[config.mk]
export PLATFORM = sky130hd
export DESIGN_NAME = pipe_stage
export DESIGN_NICKNAME = d
export VERILOG_FILES = /design/src/rtl/pipe_stage.sv
export SDC_FILE = /design/constraint.sdc
export NUM_CORES = 1
export LEC_CHECK = 0
export BUFFER_PORTS_ARGS = -buffer_cell sky130_fd_sc_hd__buf_4
export CAP_MARGIN = 30
export CORE_ASPECT_RATIO = 0.5
export CORE_UTILIZATION = 53
export DETAILED_ROUTE_END_ITERATION = 7
export GPL_TIMING_DRIVEN = 1
export PLACE_DENSITY = 0.91
export SETUP_SLACK_MARGIN = 0.5
export SKIP_CTS_REPAIR_TIMING = 1
export SYNTH_ARGS = -nofsm -noshare
export SYNTH_HDL_FRONTEND = slang
export SYNTH_SLANG_ARGS = --single-unit
[constraint.sdc]
create_clock -name CLK -period 2.5 [get_ports CLK]
set_clock_uncertainty 0.1 [all_clocks]
set_input_delay 0.125 -clock CLK [delete_from_list [all_inputs] [get_ports CLK]]
set_output_delay 0.125 -clock CLK [all_outputs]
set_load 0.01 [all_outputs]
[src/rtl/pipe_stage.sv]
// pipe_stage: two-entry (main + skid) pipeline register stage with halt tracking and stall/bubble counters.
module pipe_stage #(
  parameter int DATA_W = 96,
  parameter int CNT_W  = 16
) (
  input  logic              CLK,
  input  logic              nRST,
  input  logic              flush,
  input  logic              in_valid,
  output logic              in_ready,
  input  logic [DATA_W-1:0] in_data,
  input  logic              in_halt,
  output logic              out_valid,
  input  logic              out_ready,
  output logic [DATA_W-1:0] out_data,
  output logic              out_halt,
  output logic              halted,
  output logic [CNT_W-1:0]  stall_cnt,
  output logic [CNT_W-1:0]  bubble_cnt
);
  typedef enum logic [1:0] {EMPTY, ONE, FULL} state_e;
  state_e            state_q;
  logic [DATA_W-1:0] main_q, skid_q;
  logic              main_halt_q, skid_halt_q, halt_seen_q, halted_q;
  logic [CNT_W-1:0]  stall_q, bubble_q;
  logic              acc, fire;
  // in_ready depends on registered state only, so no out_ready -> in_ready path
  assign in_ready   = state_q != FULL && !halt_seen_q;
  assign out_valid  = state_q != EMPTY;
  assign acc        = in_valid && in_ready;
  assign fire       = out_valid && out_ready;
  assign out_data   = main_q;
  assign out_halt   = main_halt_q;
  assign halted     = halted_q;
  assign stall_cnt  = stall_q;
  assign bubble_cnt = bubble_q;
  always_ff @(posedge CLK) begin
    if (!nRST) begin
      state_q     <= EMPTY;
      main_q      <= '0;
      skid_q      <= '0;
      main_halt_q <= 1'b0;
      skid_halt_q <= 1'b0;
      halt_seen_q <= 1'b0;
      halted_q    <= 1'b0;
      stall_q     <= '0;
      bubble_q    <= '0;
    end else begin
      if (out_valid && !out_ready && stall_q != '1) stall_q <= stall_q + CNT_W'(1);
      if (!out_valid && !halted_q && bubble_q != '1) bubble_q <= bubble_q + CNT_W'(1);
      if (flush) begin
        state_q     <= EMPTY;
        main_q      <= '0;
        skid_q      <= '0;
        main_halt_q <= 1'b0;
        skid_halt_q <= 1'b0;
        halt_seen_q <= 1'b0;
      end else begin
        if (acc && in_halt) halt_seen_q <= 1'b1;
        if (fire && main_halt_q) halted_q <= 1'b1;
        case (state_q)
          EMPTY: if (acc) begin
            main_q      <= in_data;
            main_halt_q <= in_halt;
            state_q     <= ONE;
          end
          ONE: if (acc && fire) begin
            main_q      <= in_data;
            main_halt_q <= in_halt;
          end else if (acc) begin
            skid_q      <= in_data;
            skid_halt_q <= in_halt;
            state_q     <= FULL;
          end else if (fire) begin
            state_q <= EMPTY;
          end
          FULL: if (fire) begin
            main_q      <= skid_q;
            main_halt_q <= skid_halt_q;
            state_q     <= ONE;
          end
          default: state_q <= EMPTY;
        endcase
      end
    end
  end
endmodule
==> reports/qor.txt <==
status: finished with violations
failing checks: hold timing
WHS: -25.5 ps
via count: 10.2k
Peak Freq: 504 MHz
CTS tree: built
Synth warnings: 0
period utilization: 0.793
sw frac: 0.239
worst rel slew slack: 0.514
Synth Cell Area: 9280 um2
Clk pin slew, worst setup/hold paths: 70 ps
Post-synth ARST share: 0
synthesized flop and latch total: 230
post-synthesis sequential area ratio: 0.496
DIE HEIGHT: 95.6 um
RSZ-0062 raised after global routing: true
Fin. Hold Viols: 1
drt initial violations: 1022
Routed wire per std cell: 18.1 um
worst path arrival time: 2310 ps
Flop pwr share: 0.471
total core area: 16800 um2
H-tree levels: 1
DRC viols: 0
GRT busiest layer: met2
setup violators final: 0
total power draw: 8110 uW
Die ar.: 18100 um2
grt ovf: 0
peak supply drop: 0.000430 V
Worst-Skew Late Latency: 500 ps
Inst Count DP: 1563
first-pass GRT wire length: 40700 um
crit end category: flop
commonest non-fill, non-tap cell in the layout: nand2_1
I/O Buffers: 233
post-layout util: 0.777
clk buf depth: 3
synthesis-to-layout area growth: 40.4%
Total Wirelength: 30800 um
commonest non-fill, non-tap cells in the layout: nand2_1, buf_4, dfxtp_1
largest net degree at the start of global routing: 77
Worst Path Max Fanout: 6
combinational share of power: 0.112
Top-Level Pins: 234
crit path cell chain: nand4_4 -> or3b_4 -> or4_1 -> a21oi_1
total negative slack: 0 ps
DRT Pass-1 Iters: 6
slowest CP cell: dfxtp_1
Crit Path Class: flop to flop
Clock Power Share: 0.416
post-route ant nets: 0
GRT Resource Usage Total: 0.273
worst hold path class: input pin to flop
nets: 1566
Syn Area/Cell: 7.87 um2
Crit path required time: 2820 ps
RD Place Congestion: 0.838
met3 usage: 0.0486
Leak: 0.00512 uW
Final Non-Filler Cells: 1704
initial antenna violation count: 0
pwr/cell area: 622 nW/um2
ys flop type: dfxtp_1
share of layout cells above drive strength 1: 0.213
slew of the pin with the lowest slew margin: 729 ps
Root Driver: clkbuf_16
Gate Count Post-Synth: 1180
Max Cap Violations: 0
Mapped Nets: 1284
die span in x: 189 um
Sw Pwr: 1940 uW
Num CTS Buffers: 20
hpwl dp: 16400 um
met2 usage: 0.489
Int Power: 6170 uW
floorplan row count: 33
Final min period: 1980 ps
Starting Density: 0.554
CP Launch Type: flop
clock sinks: 230
post-synth cell types: 48
number of flops mapped to enable cells by yosys: 0
number of filler cells placed in the layout: 1013
vias in the first global route: 8648
crit-path max cell delay: 490 ps
max-slew violations: 0
GRT met1 Usage: 0.325
Via density: 5.99
-- power by group through the flow --
stage / Combinational, uW / Clock (uW) / Sequential [uW]
2_1_floorplan: 335 / 0 / 3920
3_3_place_gp: 714 / 0 / 3900
3_5_place_dp: 736 / 0 / 3900
4_1_cts: 741 / 3370 / 3820
5_1_grt: 973 / 3530 / 3830
6_report: 912 / 3370 / 3820
-- kinds of logic after synthesis --
family,Yosys count,synth area share
adders and majority gates,2,0.00270
and+or+nand+nor,594,0.266
AOI/OAI and AO/OA,248,0.182
muxes,6,0.00647
xor gates and xnor gates,2,0.00189
DFF,230,0.496
buffers and inverters,98,0.0454
-- routing by layer --
metal,up-vias,wire length (um)
met3,175,2350
met5,-,0
met2,610,15500
li1,4629,-
met4,0,1500
met1,4796,11400
-- worst paths after layout --
kind	startpoint	endpoint	slack (ps)	cells past startpoint
worst max-delay path	stall_cnt[5]$_SDFFE_PN0P_	stall_cnt[15]$_SDFFE_PN0P_	520	4
worst min-delay path	flush	halted$_SDFFE_PN0P_	-30	4
worst max register to register	stall_cnt[5]$_SDFFE_PN0P_	stall_cnt[15]$_SDFFE_PN0P_	520	4
worst min register to register	skid_q[59]$_SDFFE_PP0P_	skid_q[59]$_SDFFE_PP0P_	350	2
-- state kept, by name, indices dropped and copies added (netlist names) --
register,count
out_data,96
out_halt,1
state_q,2
stall_cnt,16
halted,1
skid_q,96
halt_seen_q,1
bubble_cnt,16
skid_halt_q,1
-- per-stage QoR --
stage	hold WS, ps	worst slack [ps]	cell area [um2]
6_report	-25.5	516	13000
4_1_cts	-224	193	11900
3_3_place_gp	281	446	11200
2_1_floorplan	161	576	9280
5_1_grt	6.61	422	13000
3_5_place_dp	290	367	11200
-- critical path: cells and delay by family, from the launching register on --
| kind | cells | cell delay [ps] |
|---|---|---|
| DFF | 1 | 490 |
| AOI/OAI and AO/OA | 1 | 170 |
| and+or+nand+nor | 3 | 1160 |
-- cells in the mapped netlist, types with 2 or more instances --
master    count  share of area
or3b_1        2         0.0019
and3_1        2         0.0013
o41ai_1       2         0.0019
or4_1        10         0.0081
or3_1        11         0.0074
nand2_1     406           0.16
o31ai_1      10         0.0081
buf_2        24          0.013
nor2b_1       3         0.0020
inv_1         3         0.0012
and4_1        4         0.0038
mux2i_1       6         0.0065
dfxtp_1     230           0.50
o311ai_0      2         0.0019
nor3_1       10         0.0054
nor2_1      107          0.043
a21oi_1     119          0.064
buf_4         6         0.0049
buf_1         2        0.00081
nand4_1       9         0.0061
o21ai_0       9         0.0049
nand3_1      12         0.0065
ha_1          2         0.0027
nor4_1        3         0.0020
nand2b_1      6         0.0040
a311oi_1     98          0.092
clkbuf_1     61          0.025
-- final cells by class --
type | instances | area, um2 | area share
multi-input cells | 852 | 4370 | 0.335
clock buffers | 30 | 599 | 0.0460
inverters | 4 | 15.0 | 0.00115
flip-flops and latches | 230 | 4610 | 0.354
clock inverters | 6 | 105 | 0.00807
diodes | 1 | 2.50 | 0.000192
well taps | 227 | 284 | 0.0218
repair buffers | 354 | 3040 | 0.233
(Power assumes the default switching activity.)
